$ cat src/rtl/cfg_dispatcher_if.sv
// Instruction-stream and core configuration-port bundle of cfg_dispatcher.
// The master modport is the stream source / core side; the slave modport is the dispatcher.
interface cfg_dispatcher_if #(
    parameter int unsigned IWIDTH      = 32,
    parameter int unsigned DATA_CWIDTH = 48,
    parameter int unsigned WICP_CWIDTH = 40,
    parameter int unsigned TMPC_CWIDTH = 32,
    parameter int unsigned POST_CWIDTH = 24
);
    logic                   in_valid;
    logic                   in_ready;
    logic [IWIDTH-1:0]      in_data;
    logic                   in_parity;
    logic                   cfg_valid;
    logic                   cfg_busy;
    logic [DATA_CWIDTH-1:0] cfg_data_data;
    logic [WICP_CWIDTH-1:0] cfg_wicp_data;
    logic [TMPC_CWIDTH-1:0] cfg_tmpc_data;
    logic [POST_CWIDTH-1:0] cfg_post_data;
    logic [15:0]            frame_cnt;
    logic                   err_parity;

    modport master (
        output in_valid, in_data, in_parity, cfg_busy,
        input  in_ready, cfg_valid, cfg_data_data, cfg_wicp_data, cfg_tmpc_data,
               cfg_post_data, frame_cnt, err_parity
    );

    modport slave (
        input  in_valid, in_data, in_parity, cfg_busy,
        output in_ready, cfg_valid, cfg_data_data, cfg_wicp_data, cfg_tmpc_data,
               cfg_post_data, frame_cnt, err_parity
    );
endinterface

$ cat src/rtl/cfg_dispatcher.sv
// Deserializes instruction words into configuration frames and issues them to the core.
// Define CFG_DISPATCHER_PARITY_EN to check per-beat even parity and drop corrupted frames.
module cfg_dispatcher #(
    parameter int unsigned IWIDTH      = 32,
    parameter int unsigned DATA_CWIDTH = 48,
    parameter int unsigned WICP_CWIDTH = 40,
    parameter int unsigned TMPC_CWIDTH = 32,
    parameter int unsigned POST_CWIDTH = 24
) (
    input logic             clk,
    input logic             rst_n,
    cfg_dispatcher_if.slave cfg_io
);
    localparam int unsigned CWIDTH = DATA_CWIDTH + WICP_CWIDTH + TMPC_CWIDTH + POST_CWIDTH;
    localparam int unsigned BEATS  = (CWIDTH + IWIDTH - 1) / IWIDTH;
    localparam int unsigned BeatW  = (BEATS > 1) ? $clog2(BEATS) : 1;
    localparam int unsigned WicpLo = DATA_CWIDTH;
    localparam int unsigned TmpcLo = WicpLo + WICP_CWIDTH;
    localparam int unsigned PostLo = TmpcLo + TMPC_CWIDTH;

    typedef enum logic [1:0] {StIdle, StIssue, StWaitAck, StWaitDone} state_e;

    state_e                 state_q;
    logic [BeatW-1:0]       beat_q, beat_d;
    logic                   abuf_full_q, abuf_full_d;
    logic                   ibuf_full_q, ibuf_full_d;
    logic                   rdy_q;
    logic                   cfg_valid_q;
    logic [15:0]            frame_cnt_q;
    logic [DATA_CWIDTH-1:0] data_q;
    logic [WICP_CWIDTH-1:0] wicp_q;
    logic [TMPC_CWIDTH-1:0] tmpc_q;
    logic [POST_CWIDTH-1:0] post_q;
    logic [CWIDTH-1:0]      abuf;
    logic                   accept, last_beat, ibuf_free, move, abuf_clr, frame_ok;

    assign cfg_io.in_ready = rdy_q & ~abuf_full_q;
    assign accept          = cfg_io.in_valid & cfg_io.in_ready;
    assign last_beat       = (beat_q == BeatW'(BEATS - 1));
    assign ibuf_free       = (state_q == StWaitDone) & ~cfg_io.cfg_busy;
    // IBUF may be refilled in the very cycle the core releases it.
    assign move            = abuf_full_q & (~ibuf_full_q | ibuf_free);

`ifdef CFG_DISPATCHER_PARITY_EN
    logic drop_q, err_q, beat_bad;

    assign beat_bad = accept & ((^cfg_io.in_data) != cfg_io.in_parity);
    // A bad beat poisons its frame; the remaining beats are still consumed to stay aligned.
    assign frame_ok = ~(drop_q | beat_bad);
    assign abuf_clr = accept & last_beat & ~frame_ok;

    always_ff @(posedge clk or negedge rst_n) begin
        if (!rst_n) begin
            drop_q <= 1'b0;
            err_q  <= 1'b0;
        end else begin
            if (beat_bad) err_q <= 1'b1;
            if (accept && last_beat) drop_q <= 1'b0;
            else if (beat_bad)       drop_q <= 1'b1;
        end
    end

    assign cfg_io.err_parity = err_q;
`else
    assign frame_ok          = 1'b1;
    assign abuf_clr          = 1'b0;
    assign cfg_io.err_parity = 1'b0;
`endif

    for (genvar k = 0; k < BEATS; k++) begin : g_beat
        localparam int unsigned Lo = k * IWIDTH;
        localparam int unsigned W  = (CWIDTH - Lo < IWIDTH) ? CWIDTH - Lo : IWIDTH;
        logic [W-1:0] part_q;

        always_ff @(posedge clk or negedge rst_n) begin
            if (!rst_n) begin
                part_q <= '0;
            end else if (abuf_clr) begin
                part_q <= '0;
            end else if (accept && beat_q == BeatW'(k)) begin
                part_q <= cfg_io.in_data[W-1:0];
            end
        end

        assign abuf[Lo +: W] = part_q;
    end

    always_comb begin
        beat_d      = beat_q;
        abuf_full_d = abuf_full_q;
        ibuf_full_d = ibuf_full_q;
        if (ibuf_free) ibuf_full_d = 1'b0;
        if (move) begin
            abuf_full_d = 1'b0;
            ibuf_full_d = 1'b1;
        end
        if (accept) begin
            beat_d = last_beat ? '0 : beat_q + BeatW'(1);
            if (last_beat && frame_ok) abuf_full_d = 1'b1;
        end
    end

    always_ff @(posedge clk or negedge rst_n) begin
        if (!rst_n) begin
            rdy_q       <= 1'b0;
            beat_q      <= '0;
            abuf_full_q <= 1'b0;
            ibuf_full_q <= 1'b0;
            data_q      <= '0;
            wicp_q      <= '0;
            tmpc_q      <= '0;
            post_q      <= '0;
        end else begin
            rdy_q       <= 1'b1;
            beat_q      <= beat_d;
            abuf_full_q <= abuf_full_d;
            ibuf_full_q <= ibuf_full_d;
            if (move) begin
                data_q <= abuf[DATA_CWIDTH-1:0];
                wicp_q <= abuf[WicpLo +: WICP_CWIDTH];
                tmpc_q <= abuf[TmpcLo +: TMPC_CWIDTH];
                post_q <= abuf[PostLo +: POST_CWIDTH];
            end
        end
    end

    // Issue FSM; a frame being moved this cycle counts as ready so cfg_valid lands at T+2.
    always_ff @(posedge clk or negedge rst_n) begin
        if (!rst_n) begin
            state_q     <= StIdle;
            cfg_valid_q <= 1'b0;
            frame_cnt_q <= '0;
        end else begin
            case (state_q)
                StIdle: begin
                    if ((ibuf_full_q || move) && !cfg_io.cfg_busy) begin
                        state_q     <= StIssue;
                        cfg_valid_q <= 1'b1;
                        frame_cnt_q <= frame_cnt_q + 16'd1;
                    end
                end
                StIssue: begin
                    state_q     <= StWaitAck;
                    cfg_valid_q <= 1'b0;
                end
                StWaitAck: begin
                    if (cfg_io.cfg_busy) state_q <= StWaitDone;
                end
                StWaitDone: begin
                    if (!cfg_io.cfg_busy) state_q <= StIdle;
                end
                default: begin
                    state_q     <= StIdle;
                    cfg_valid_q <= 1'b0;
                end
            endcase
        end
    end

    assign cfg_io.cfg_valid     = cfg_valid_q;
    assign cfg_io.frame_cnt     = frame_cnt_q;
    assign cfg_io.cfg_data_data = data_q;
    assign cfg_io.cfg_wicp_data = wicp_q;
    assign cfg_io.cfg_tmpc_data = tmpc_q;
    assign cfg_io.cfg_post_data = post_q;
endmodule

$ cat src/flat_wrapper.sv
// flat-port wrapper written by rule: the top's interface ports become plain ports
module cfg_dispatcher_flat 
#(
    parameter int unsigned IWIDTH      = 32,
    parameter int unsigned DATA_CWIDTH = 48,
    parameter int unsigned WICP_CWIDTH = 40,
    parameter int unsigned TMPC_CWIDTH = 32,
    parameter int unsigned POST_CWIDTH = 24
)
  (clk, rst_n, cfg_io_in_valid, cfg_io_in_data, cfg_io_in_parity, cfg_io_cfg_busy, cfg_io_in_ready, cfg_io_cfg_valid, cfg_io_cfg_data_data, cfg_io_cfg_wicp_data, cfg_io_cfg_tmpc_data, cfg_io_cfg_post_data, cfg_io_frame_cnt, cfg_io_err_parity);
  cfg_dispatcher_if #(.IWIDTH(IWIDTH), .DATA_CWIDTH(DATA_CWIDTH), .WICP_CWIDTH(WICP_CWIDTH), .TMPC_CWIDTH(TMPC_CWIDTH), .POST_CWIDTH(POST_CWIDTH)) cfg_io_i ();
  input logic clk;
  input logic rst_n;
  input wire logic [$bits(cfg_io_i.in_valid)-1:0] cfg_io_in_valid;
  input wire logic [$bits(cfg_io_i.in_data)-1:0] cfg_io_in_data;
  input wire logic [$bits(cfg_io_i.in_parity)-1:0] cfg_io_in_parity;
  input wire logic [$bits(cfg_io_i.cfg_busy)-1:0] cfg_io_cfg_busy;
  output wire logic [$bits(cfg_io_i.in_ready)-1:0] cfg_io_in_ready;
  output wire logic [$bits(cfg_io_i.cfg_valid)-1:0] cfg_io_cfg_valid;
  output wire logic [$bits(cfg_io_i.cfg_data_data)-1:0] cfg_io_cfg_data_data;
  output wire logic [$bits(cfg_io_i.cfg_wicp_data)-1:0] cfg_io_cfg_wicp_data;
  output wire logic [$bits(cfg_io_i.cfg_tmpc_data)-1:0] cfg_io_cfg_tmpc_data;
  output wire logic [$bits(cfg_io_i.cfg_post_data)-1:0] cfg_io_cfg_post_data;
  output wire logic [$bits(cfg_io_i.frame_cnt)-1:0] cfg_io_frame_cnt;
  output wire logic [$bits(cfg_io_i.err_parity)-1:0] cfg_io_err_parity;
  assign cfg_io_i.in_valid = cfg_io_in_valid;
  assign cfg_io_i.in_data = cfg_io_in_data;
  assign cfg_io_i.in_parity = cfg_io_in_parity;
  assign cfg_io_i.cfg_busy = cfg_io_cfg_busy;
  assign cfg_io_in_ready = cfg_io_i.in_ready;
  assign cfg_io_cfg_valid = cfg_io_i.cfg_valid;
  assign cfg_io_cfg_data_data = cfg_io_i.cfg_data_data;
  assign cfg_io_cfg_wicp_data = cfg_io_i.cfg_wicp_data;
  assign cfg_io_cfg_tmpc_data = cfg_io_i.cfg_tmpc_data;
  assign cfg_io_cfg_post_data = cfg_io_i.cfg_post_data;
  assign cfg_io_frame_cnt = cfg_io_i.frame_cnt;
  assign cfg_io_err_parity = cfg_io_i.err_parity;
  cfg_dispatcher #(.IWIDTH(IWIDTH), .DATA_CWIDTH(DATA_CWIDTH), .WICP_CWIDTH(WICP_CWIDTH), .TMPC_CWIDTH(TMPC_CWIDTH), .POST_CWIDTH(POST_CWIDTH)) u_core (.clk(clk), .rst_n(rst_n), .cfg_io(cfg_io_i));
endmodule
$ cat config.mk
export PLATFORM = sky130hd
export DESIGN_NAME = cfg_dispatcher_flat
export DESIGN_NICKNAME = d
export VERILOG_FILES = /design/src/rtl/cfg_dispatcher_if.sv /design/src/rtl/cfg_dispatcher.sv /design/src/flat_wrapper.sv
export SDC_FILE = /design/constraint.sdc
export NUM_CORES = 1
export LEC_CHECK = 0
export BUFFER_PORTS_ARGS = -buffer_cell sky130_fd_sc_hd__buf_2
export CAP_MARGIN = 30
export CORE_ASPECT_RATIO = 0.9
export CORE_MARGIN = 1.5
export CORE_UTILIZATION = 40
export DETAILED_ROUTE_END_ITERATION = 8
export PLACE_DENSITY = 0.71
export REMOVE_ABC_BUFFERS = 1
export SETUP_SLACK_MARGIN = 0.4
export SKIP_LAST_GASP = 1
export SLEW_MARGIN = 10
export SYNTH_ARGS = -nofsm -noshare
export SYNTH_HDL_FRONTEND = slang
export SYNTH_SLANG_ARGS = --single-unit
$ cat constraint.sdc
create_clock -name clk -period 1.55 [get_ports clk]
set_input_delay 0.0775 -clock clk [delete_from_list [all_inputs] [get_ports clk]]
set_output_delay 0.0775 -clock clk [all_outputs]
set_load 0.005 [all_outputs]
* Yosys cells after proc, flatten, opt, wreduce, memory -nomap -nowiden *
Cells that the tools add are included.

word-level totals
  bits in registers = 313
  input port bits = 37
  output and inout port bits = 163
  logic and storage cells = 63

cells by class
  add/subtract/negate cells = 2
  equal/unequal tests = 10
  multiplexer cells = 12
  bitwise gates (word level) = 8
  reductions and logical operators = 15

operator list
  operator                 number
  $add A16 B1 Y16 const B  1
  $pmux W2 S4              1
  $eq A3 B2 Y1 const B     2
  $logic_and A1 B1 Y1      6
  $mux W1                  6
  $mux W2                  3
  $and A1 B1 Y1            4
  $eq A2 B2 Y1 const B     2
  $ne A2 B2 Y1 const B     2
  $reduce_and A2 Y1        2
  $reduce_bool A2 Y1       2
  $add A3 B1 Y3 const B    1
  $eq A3 B1 Y1 const B     1
  $eq A3 B3 Y1 const B     1
  $logic_not A3 Y1         1
  $mux W3                  1
  $not A1 Y1               3
  $reduce_and A3 Y1        1
  $eq A2 B1 Y1 const B     1
  $logic_not A2 Y1         1
  $ne A2 B1 Y1 const B     1
  $pmux W1 S2              1
  $logic_not A1 Y1         1
  $logic_or A1 B1 Y1       1
  $or A1 B1 Y1             1

* Depth between registers and ports, before layout *
Gate-level depths: netlist (run 1).

  depth in word-level cells = 8
  depth in mapped cells = 8
  mapped depth without buffers = 6

* Worst setup path before layout (run 1) *
OpenSTA, ideal clock, no wires.

  path kind = register -> register
  start point = register u_core.state_q[0]
  end point = register u_core.post_q[0] (netlist: u_core.cfg_io.cfg_post_data[0])
  setup time = 0.125 ns
  arrival time = 1.583 ns
  required time = 1.425 ns
  setup slack = -0.158 ns
  stages on the path, launching flop included = 9
  path buffers = 3
  clock period less this slack = 1.708 ns
  path through = dfrtp_1 ha_1 inv_1 o21ai_1 and2_1 buf_6 buf_8 buf_8 mux2_4

on the way
  cells in the longest elaborated chain, start to end = 4

ends and longest elaborated chain
  item                    line                   RTL
  from (decl)             cfg_dispatcher.sv:23   state_e state_q;
  from (signal assigned)  cfg_dispatcher.sv:130  state_q <= StIdle;
  from (signal assigned)  cfg_dispatcher.sv:137  state_q <= StIssue;
  from (signal assigned)  cfg_dispatcher.sv:143  state_q <= StWaitAck;
  $eq A2 B2 Y1            cfg_dispatcher.sv:40   assign ibuf_free = (state_q == StWaitDone) & ~cfg_io.cfg_busy;
  $and A1 B1 Y1           cfg_dispatcher.sv:40
  $or A1 B1 Y1            cfg_dispatcher.sv:42   assign move = abuf_full_q & (~ibuf_full_q | ibuf_free);
  $and A1 B1 Y1           cfg_dispatcher.sv:42
  to (signal assigned)    cfg_dispatcher.sv:122  post_q <= abuf[PostLo +: POST_CWIDTH];
  to (decl)               cfg_dispatcher.sv:33   logic [POST_CWIDTH-1:0] post_q;

No other way between the ends.
A chain may end at the register's enable or synchronous reset.

* Worst setup path in the final report (run 1) *
  start point = register u_core.state_q[1]
  end point = register u_core.post_q[23] (netlist: u_core.cfg_io.cfg_post_data[23])

The elaborated chain is that of the path after synthesis.

==> flow_summary.json, run 1 <==
{
  "outcome": "finished with violations",
  "violations": "negative setup slack",
  "p_sw_share_pct": 27.9,
  "yosys.area_share.adder_pct": 1.11,
  "skew_ns": 0.0163,
  "finalCriticalPeriod_ns": 1.77,
  "fmax_mhz": 567,
  "wl_mm": 31.1,
  "crit_path_max_fanout": 8,
  "critPathArrivalTime_ns": 2.16,
  "ios": 200,
  "slowest_delay_ns": 0.36,
  "clock_tree.root_cell": "clkbuf_16",
  "multi_input_comb_area_um2": 4860,
  "track_usage_pct": 18.6,
  "intPower_mw": 24.4,
  "power.total_mw": 33.8,
  "setup_viol": 287,
  "critical_path_class": "register to register",
  "grt-ovfl-total": 0,
  "path_buf_inv": 4,
  "wl_per_cell_um": 20.2,
  "firstDrtPassIters": 4,
  "required_ns": 1.94,
  "cts_tree": "yes",
  "p_leak_nw": 8.96,
  "netlist_instances": 731,
  "critPathTopFamily": "buffers and inverters",
  "die_x_um": 188,
  "yosys.area.top_type": "dfrtp_1",
  "yosys_warnings": 0,
  "io_buffers": 197,
  "syn_area_um2": 12400,
  "slowest_stage": "dfrtp_1",
  "worstHoldStart": "cfg_io_cfg_busy",
  "startpoint": "u_core.state_q[1]",
  "fin_crit_sh_pct": 114,
  "place_congestion": 0.753,
  "placed_area_um2": 14200,
  "die-height_um": 170,
  "ant_nets": 0,
  "nets": 1158,
  "rows": 60,
  "initial_core_util_pct": 41.0,
  "die_area_um2": 32000,
  "maxCapViolCount": 0,
  "clk-insertion-delay-late_ns": 0.52,
  "synth_top_family_by_area": "multiplexers",
  "power.share.clock_pct": 24.1,
  "max-vdd-ir-drop_v": 0.000937,
  "comb_power_share_pct": 34.1,
  "synthToLayoutAreaGrowth_pct": 43.7,
  "antenna_found_initial": 1,
  "cp_cell_sequence": "ha_2 -> inv_2 -> o21ai_2 -> and2_4 -> buf_12 -> buf_6 -> buf_12 -> mux2_4",
  "start_kind": "register",
  "synthDistinctLibCells": 33,
  "coreArea_um2": 30200,
  "worst_slack_ns": -0.215,
  "synthMuxAreaShare_pct": 29.1,
  "drt_iter0_drc": 298,
  "clockBufferDepth": 3,
  "drive_gt1_share_pct": 64.7,
  "grt_pass1_wl_mm": 46.0,
  "synth_flop_cell": "dfrtp_1",
  "pre_cts_ws_ns": -0.220,
  "hold_class": "input port to register",
  "via_per_inst": 4.88,
  "power.density_nw_per_um2": 1900,
  "synth_common_cells": "dfrtp_1 (313), mux2_2 (200), mux2_4 (90)",
  "final_max_slew_viol_count": 0,
  "grt_max_degree": 68,
  "drc": 0,
  "grt_pass1_vias": 7803,
  "synth_xor_xnor_area_share_pct": 1.06,
  "n_antenna_cell": 0,
  "async_reset_ff_share_pct": 100,
  "numCtsBuffers": 35,
  "synth_area_leaders": "dfrtp_1 (63%), mux2_2 (18%), mux2_4 (11%)",
  "report.final.hold_viol_count": 0,
  "synth_edf_count": 0,
  "yosysMostFrequentCell": "dfrtp_1",
  "ys_ff_latch": 313,
  "worstReg2RegStart": "u_core.state_q[1]",
  "seqCellArea_um2": 7840,
  "vias": 7501,
  "synth_top_area_share_pct": 63.3,
  "synth.avg_cell_area_um2": 16.9,
  "cts_sinks": 313,
  "p_sw_mw": 9.44,
  "synth_compound_area_share_pct": 0.606,
  "htreeDepth": 2,
  "synthSimpleGateAreaFrac_pct": 1.90,
  "crit_path_end_kind": "register",
  "final_area_um2": 17800,
  "hpwlAfterDp_mm": 17.3,
  "path_common_cell": "buf_12",
  "synth-seq-area-share_pct": 63.3,
  "clkTransAtPathRegs_ns": 0.06,
  "power_frac_seq_pct": 41.8,
  "n_fill_cell": 2332,
  "rsz0062_at_grt": "yes"
}
[logic make-up (layout without fill, tap and decap cells)]
group | Yosys count | after routing
DFF | 313 | 313
muxes | 290 | 290
and+or+nand+nor | 44 | 44
buffers and inverters | 43 | 446
xor gates and xnor gates | 15 | 15
AOI/OAI and AO/OA | 13 | 13
adders and majority gates | 11 | 11
other | 2 | 2
[flip-flops by register name, summed over array words and instances (netlist names), 2 cells and up]
signal and count:
u_core.cfg_io.frame_cnt 16, u_core.beat_q 3, u_core.state_q 2, u_core.cfg_io.cfg_tmpc_data 32, u_core.cfg_io.cfg_wicp_data 40, u_core.g_beat.part_q 144, u_core.cfg_io.cfg_data_data 48, u_core.cfg_io.cfg_post_data 24
[layer usage]
metal | share of wire, % | vias to the layer above | global-route usage (%) | wire length, um
li1 | - | 3329 | - | -
met2 | 47 | 204 | 30.0 | 14700
met4 | 1.9 | 2 | 4.73 | 595
met3 | 5.3 | 45 | 4.64 | 1660
met1 | 45 | 3921 | 25.3 | 14100
met5 | 0.042 | - | 0 | 13
[power groups by stage]
stage	clock network, mW	registers, mW	logic (mW)
floorplan	0	13.6	5.13
global placement	0	13.9	8.34
detailed placement	0	14.1	8.62
CTS	8.34	14.1	10.1
global route	8.71	14.6	12.4
finish	8.16	14.1	11.6
[final cells by class]
cell class	count	area share, %
Clock inverter	15	0.809
Multi-Input combinational cell	375	27.3
Clock buffer	46	5.55
Inverter	12	0.295
Sequential cell	313	44.0
Timing Repair Buffer	373	19.2
Tap cell	403	2.83
[tightest hold or removal path: cells and delay by family]
kind,cells,cell delay [ns]
buf+inv,2,0.27
compound gates,1,0.08
simple gates,1,0.06
[per-stage QoR]
stage / util (%) / instances / TNS [ns] / hold WS [ns]
6_report: 59.0 / 1537 / -29.64 / 0.0201
5_1_grt: 59.0 / 1537 / -45.48 / 0.0415
4_1_cts: 55.8 / 1481 / -22.83 / -0.00975
3_5_place_dp: 47.2 / 1351 / -32.35 / 0.0337
3_3_place_gp: 47.2 / 1351 / -24.12 / 0.0317
2_1_floorplan: - / 700 / -616.27 / -0.218
[placed cells by master, fill, tap and decap left out, types with 16 or more instances in the layout]
cell	n
mux2_2	117
buf_16	16
dfrtp_1	311
dlygate4sd3_1	33
buf_2	190
buf_6	33
clkbuf_16	41
buf_4	57
mux2_4	173
buf_12	34
[what timing repair did]
action / in CTS / in global routing
buffers inserted: 22 / 49
gates resized for setup: 132 / 88
hold endpoints to repair: 433 / 0
setup endpoints to repair: 330 / 371
pin swaps: 20 / 11
hold buffers: 33 / 0
gates cloned: 14 / 7
[worst paths after layout]
path / slack, ns / end / cells past startpoint
max in group asynchronous: 0.75 / u_core.cfg_io.cfg_post_data[0] / 4
min in group asynchronous: 0.08 / u_core.cfg_io.cfg_tmpc_data[2] / 2
hold reg to reg: 0.47 / u_core.cfg_io.frame_cnt[15] / 1
setup / recovery: -0.22 / u_core.cfg_io.cfg_post_data[23] / 8
hold / removal: 0.02 / u_core.ibuf_full_q / 4
setup reg to reg: -0.22 / u_core.cfg_io.cfg_post_data[23] / 8
Note: power is estimated with default switching activity, not from simulation.
==> run 2: changes to the inputs <==
--- a/config.mk
+++ b/config.mk
@@ -5,6 +5,7 @@
 export SDC_FILE = /design/constraint.sdc
 export NUM_CORES = 1
 export LEC_CHECK = 0
+export ABC_AREA = 1
 export BUFFER_PORTS_ARGS = -buffer_cell sky130_fd_sc_hd__buf_2
 export CAP_MARGIN = 30
 export CORE_ASPECT_RATIO = 0.9
==> run 2 against run 1 <==
The run now ends clean. Flip-flop and latch count is the same. Combinational power shrank 20%. Synthesized area is essentially flat. Clock skew is essentially flat. Register-to-register slack gained 0.27 ns. Synthesized cell count grew 77%. Maximum frequency grew 18%. Die area is essentially flat. First-iteration DRC count grew 130%. Global-route usage grew 1.3 points.
==> flow_summary.json, run 2 <==
{
  "nets": 1652,
  "outcome": "completed",
  "clkTransAtPathRegs_ns": 0.06,
  "crit_path_end_kind": "register",
  "slowest_delay_ns": 0.42,
  "initial_core_util_pct": 41.0,
  "ys_ff_latch": 313,
  "critical_path_class": "register to register",
  "ant_nets": 0,
  "p_leak_nw": 8.63,
  "yosys_warnings": 0,
  "synthSimpleGateAreaFrac_pct": 17.6,
  "yosysMostFrequentCell": "nand2_1",
  "fin_crit_sh_pct": 96.4,
  "drive_gt1_share_pct": 25.9,
  "relSlewSlack_pct": 65.9,
  "rsz0062_at_grt": "yes",
  "track_usage_pct": 19.9,
  "netlist_instances": 1291,
  "firstDrtPassIters": 5,
  "synth.avg_cell_area_um2": 9.58,
  "final_max_slew_viol_count": 0,
  "cts_tree": "yes",
  "yosys.area_share.adder_pct": 1.11,
  "path_buf_inv": 2,
  "n_antenna_cell": 0,
  "syn_area_um2": 12400,
  "numCtsBuffers": 35,
  "clock_tree.root_cell": "clkbuf_16",
  "synth-seq-area-share_pct": 63.3,
  "synthDistinctLibCells": 29,
  "max-vdd-ir-drop_v": 0.000987,
  "fmax_mhz": 669,
  "async_reset_ff_share_pct": 100,
  "die-height_um": 170,
  "critPathArrivalTime_ns": 1.90,
  "stdcell_count": 2034,
  "placed_area_um2": 14000,
  "setup_viol": 0,
  "synth_compound_area_share_pct": 9.59,
  "synth_top_family_by_area": "simple AND/OR/NAND/NOR gates",
  "path_common_cell": "nand2_8",
  "coreArea_um2": 30200,
  "synth_xor_xnor_area_share_pct": 0.425,
  "synth_area_leaders": "dfrtp_1 (63%), nand2_1 (12%), o21ai_0 (9.1%)",
  "htreeDepth": 2,
  "synth_edf_count": 0,
  "hpwlAfterDp_mm": 19.3,
  "grt-ovfl-total": 0,
  "hold_class": "input port to register",
  "final_cell_mix": "nand2_1 (393), dfrtp_1 (312), buf_2 (196)",
  "synth_flop_cell": "dfrtp_1",
  "synth_common_cells": "nand2_1 (409), dfrtp_1 (313), o21ai_0 (224)",
  "final_area_um2": 16800,
  "skew_ns": 0.0168,
  "synthToLayoutAreaGrowth_pct": 35.9,
  "drc": 0,
  "wl_mm": 34.7,
  "top_register": "u_core.g_beat.part_q",
  "drt_iter0_drc": 698,
  "die_area_um2": 32000,
  "place_congestion": 0.844,
  "maxCapViolCount": 0,
  "worstMarginPinSlew_ns": 0.512,
  "grt_pass1_wl_mm": 51.1,
  "grt_max_degree": 58,
  "finalCriticalPeriod_ns": 1.49,
  "clk-insertion-delay-late_ns": 0.52,
  "vias": 9974,
  "power.density_nw_per_um2": 1850,
  "synth_top_area_share_pct": 63.3,
  "die_x_um": 188,
  "wl_per_cell_um": 17.1,
  "cp_cell_sequence": "ha_4 -> nand2_4 -> nand2_8 -> nand2_8 -> buf_8 -> clkbuf_16 -> o21ai_1",
  "final_common_cell": "nand2_1",
  "via_per_inst": 4.90,
  "crit_path_max_fanout": 9,
  "grt_pass1_vias": 9857,
  "report.final.hold_viol_count": 0,
  "place_inst": 1870,
  "antenna_found_initial": 0,
  "slowest_stage": "dfrtp_1",
  "io_buffers": 197,
  "critPathTopFamily": "flip-flops",
  "cts_sinks": 313,
  "start_kind": "register",
  "rows": 60,
  "required_ns": 1.96,
  "largest_reg_flops": 144,
  "clockBufferDepth": 3,
  "synthMuxAreaShare_pct": 0,
  "yosys.area.top_type": "dfrtp_1",
  "ios": 200
}
-- run 2: logic make-up (layout without fill, tap and decap cells) --
logic type / after synthesis / in the layout
simple gates: 515 / 518
xor+xnor: 6 / 6
compound gates: 235 / 235
other cells: 2 / 2
fa+ha+maj: 11 / 11
flops: 313 / 313
buf+inv: 209 / 546
-- run 2: power by group --
group / total [mW] / internal [mW] / leakage [nW] / switching, mW
registers: 13.4 / 11.7 / 3.93 / 1.68
logic: 9.32 / 4.16 / 4.14 / 5.16
clock network: 8.34 / 4.95 / 0.562 / 3.39
total: 31.0 / 20.8 / 8.63 / 10.2
-- run 2: metal layers --
metal,vias up,part of all wire (%),track usage (%)
met5,-,0,0
met4,0,1.5,4.97
met3,39,7.2,5.01
met2,326,47,33.0
met1,4909,44,26.3
li1,4700,-,-
-- run 2: worst reg2reg max path, stage by stage (launching register included) --
cell and delay (ns):
dfrtp_1 0.42, ha_4 0.18, nand2_4 0.06, nand2_8 0.11, nand2_8 0.10, buf_8 0.17
clkbuf_16 0.16, o21ai_1 0.20
-- run 2: worst paths after layout --
check                           cells past startpoint                         endpoint  slack (ns)                           start
worst max-delay path                                7  u_core.cfg_io.cfg_post_data[17]        0.06               u_core.state_q[0]
worst min-delay path                                5                u_core.state_q[0]        0.11                 cfg_io_cfg_busy
worst max register to register                      7  u_core.cfg_io.cfg_post_data[17]        0.06               u_core.state_q[0]
worst min register to register                      2   u_core.cfg_io.cfg_post_data[2]        0.47  u_core.cfg_io.cfg_post_data[2]
max in group asynchronous                           3   u_core.cfg_io.cfg_post_data[7]        0.75                           rst_n
min in group asynchronous                           2  u_core.cfg_io.cfg_wicp_data[21]        0.12                           rst_n
-- run 2: per-stage QoR --
stage	utilization [%]	total power, mW	setup TNS [ns]	setup WS (ns)	hold slack (ns)
after floorplan	-	17.1	-296.78	-1.82	-0.218
after global placement	46.6	20.5	0	0.0355	0.0638
after detailed placement	46.6	21.0	-0.0367	-0.0197	0.0601
after CTS	53.7	30.3	0	0.100	0.0637
after global routing	55.7	33.1	0	0.00346	0.120
final	55.7	31.0	0	0.0555	0.108
-- run 2: timing repair --
action / in CTS / in global routing
pin swaps: 11 / 14
gates cloned: 11 / 15
hold endpoints to repair: 462 / 0
resized for setup: 56 / 83
hold buffers: 35 / 0
setup buffers: 26 / 13
endpoints found under the setup margin: 330 / 348
-- run 2: area by class of cell --
cell class	count	area, um2
fill	2574	13400
sequential	313	7830
multi-input combinational	772	3820
timing repair buffer	339	2920
clock buffer	45	963
inverter	143	559
tap	403	504
clock inverter	19	205
==> run 3: changes to the inputs <==
--- a/config.mk
+++ b/config.mk
@@ -11,8 +11,9 @@
 export CORE_ASPECT_RATIO = 0.9
 export CORE_MARGIN = 1.5
 export CORE_UTILIZATION = 40
+export CTS_CLUSTER_DIAMETER = 30
 export DETAILED_ROUTE_END_ITERATION = 8
-export PLACE_DENSITY = 0.71
+export PLACE_DENSITY = 0.69
 export REMOVE_ABC_BUFFERS = 1
 export SETUP_SLACK_MARGIN = 0.4
 export SKIP_LAST_GASP = 1
==> constraint.sdc (replaced) <==
create_clock -name clk -period 1.9 [get_ports clk]
set_input_delay 0.095 -clock clk [delete_from_list [all_inputs] [get_ports clk]]
set_output_delay 0.095 -clock clk [all_outputs]
set_load 0.005 [all_outputs]
==> run 3 against run 2 <==
Clock power grew 31%. Clock skew rose by 0.00077 ns. Critical path type unchanged. Via count up 0.11%.
==> flow_summary.json, run 3 (synthesis gave the netlist of run 2 again) <==
{
  "htreeDepth": 2,
  "power.total_mw": 28.7,
  "slowest_delay_ns": 0.39,
  "numCtsBuffers": 60,
  "setup-tns-final_ns": 0,
  "grt_pass1_vias": 9864,
  "clock_tree.root_cell": "clkbuf_16",
  "final_common_cell": "nand2_1",
  "final_cell_mix": "nand2_1 (406), dfrtp_1 (312), o21ai_0 (212)",
  "firstDrtPassIters": 5,
  "power.density_nw_per_um2": 1680,
  "ios": 200,
  "required_ns": 2.35,
  "track_usage_pct": 20.0,
  "worst_slack_ns": 0.417,
  "cts_sinks": 313,
  "die-height_um": 170,
  "skew_ns": 0.0175,
  "rows": 60,
  "nets": 1631,
  "crit_path_max_fanout": 22,
  "pre_cts_ws_ns": 0.243,
  "grt_max_degree": 68,
  "finalCriticalPeriod_ns": 1.48,
  "grt_pass1_wl_mm": 51.1,
  "initial_core_util_pct": 41.0,
  "maxCapViolCount": 0,
  "antenna_found_initial": 0,
  "final_max_slew_viol_count": 0,
  "die_area_um2": 32000,
  "fmax_mhz": 674,
  "vias": 9985,
  "ant_nets": 0,
  "cts_tree": "yes",
  "setup_viol": 0,
  "clkTransAtPathRegs_ns": 0.05,
  "place_congestion": 0.797,
  "hold_class": "input port to async pin",
  "holdWs_ns": 0.0497,
  "wl_per_cell_um": 17.0,
  "clockBufferDepth": 3,
  "largest_reg_flops": 144,
  "wl_mm": 34.7,
  "start_kind": "register",
  "grt-ovfl-total": 0,
  "drt_iter0_drc": 616,
  "final_area_um2": 17100,
  "cp_cell_sequence": "ha_2 -> nand2_2 -> nand2_4 -> nand2_8 -> buf_12 -> clkbuf_16 -> nand2_1 -> o21ai_0",
  "place_inst": 1854,
  "drc": 0,
  "outcome": "completed",
  "slowest_stage": "dfrtp_1",
  "synthToLayoutAreaGrowth_pct": 38.1,
  "top_register": "u_core.g_beat.part_q",
  "critPathArrivalTime_ns": 1.93,
  "die_x_um": 188,
  "via_per_inst": 4.91,
  "report.final.hold_viol_count": 0,
  "coreArea_um2": 30200,
  "drive_gt1_share_pct": 24.1,
  "critical_path_class": "register to register",
  "stdcell_count": 2035,
  "n_fill_cell": 2620,
  "clk-insertion-delay-late_ns": 0.58,
  "placed_area_um2": 13800,
  "post-route-util_pct": 56.6,
  "p_leak_nw": 8.84,
  "io_buffers": 197,
  "hpwlAfterDp_mm": 18.6,
  "rsz0062_at_grt": "yes",
  "crit_path_end_kind": "register",
  "fin_crit_sh_pct": 78.1,
  "max-vdd-ir-drop_v": 0.00107,
  "n_antenna_cell": 0
}
-- run 3: cell types whose count changed in the layout (fill, tap and decap cells not counted), moves of 10 or more --
| cell | change |
|---|---|
| buf_4 | -27 |
| nand2_1 | +13 |
| o21ai_1 | -30 |
| o21ai_0 | +34 |
| clkbuf_16 | +28 |
| nand2_2 | -10 |
-- run 3: path summary, 6_finish.rpt --
path | slack, ns | from | end | cells after the start
setup / recovery | 0.42 | u_core.state_q[1] | u_core.cfg_io.cfg_data_data[0] | 8
hold reg to reg | 0.47 | u_core.cfg_io.cfg_post_data[0] | u_core.cfg_io.cfg_post_data[0] | 2
min in group clk | 0.32 | cfg_io_in_data[25] | u_core.g_beat[1].part_q[25] | 4
hold / removal | 0.05 | rst_n | u_core.cfg_io.cfg_data_data[6] | 2
max in group asynchronous | 1.10 | rst_n | u_core.cfg_io.cfg_valid | 3
setup reg to reg | 0.42 | u_core.state_q[1] | u_core.cfg_io.cfg_data_data[0] | 8
-- run 3: metal layers --
| metal | GRT usage (%) | part of all wire, % |
|---|---|---|
| met5 | 0 | 0 |
| met4 | 5.94 | 2.0 |
| met3 | 5.59 | 7.5 |
| met2 | 32.1 | 47 |
| met1 | 26.4 | 43 |
-- run 3: critical path: cells and delay by family (launching register included) --
family,cells,cell delay [ns]
buf+inv,2,0.35
fa+ha+maj,1,0.22
simple gates,4,0.32
flops,1,0.39
compound gates,1,0.09
-- run 3: timing repair --
| item | in CTS | in global routing |
|---|---|---|
| buffers inserted | 7 | 9 |
| resized for setup | 21 | 35 |
| cloned | 3 | 16 |
| endpoints found under the setup margin | 147 | 277 |
| hold endpoints to repair | 465 | 0 |
| pin swaps | 0 | 4 |
| hold buffers | 35 | 0 |
-- run 3: power breakdown --
part | switching, mW | internal (mW) | total, mW
sequential | 1.33 | 9.54 | 10.9
clock | 3.61 | 7.29 | 10.9
combinational | 3.97 | 2.94 | 6.91
-- run 3: final cells by class --
| cell class | count | area (um2) | share of cell area, % |
|---|---|---|---|
| well taps | 403 | 504 | 2.95 |
| multi-input cells | 770 | 3630 | 21.3 |
| clock inverters | 38 | 484 | 2.84 |
| inverters | 143 | 549 | 3.22 |
| repair buffers | 295 | 2420 | 14.2 |
| clock buffers | 73 | 1650 | 9.67 |
| flip-flops and latches | 313 | 7830 | 45.9 |
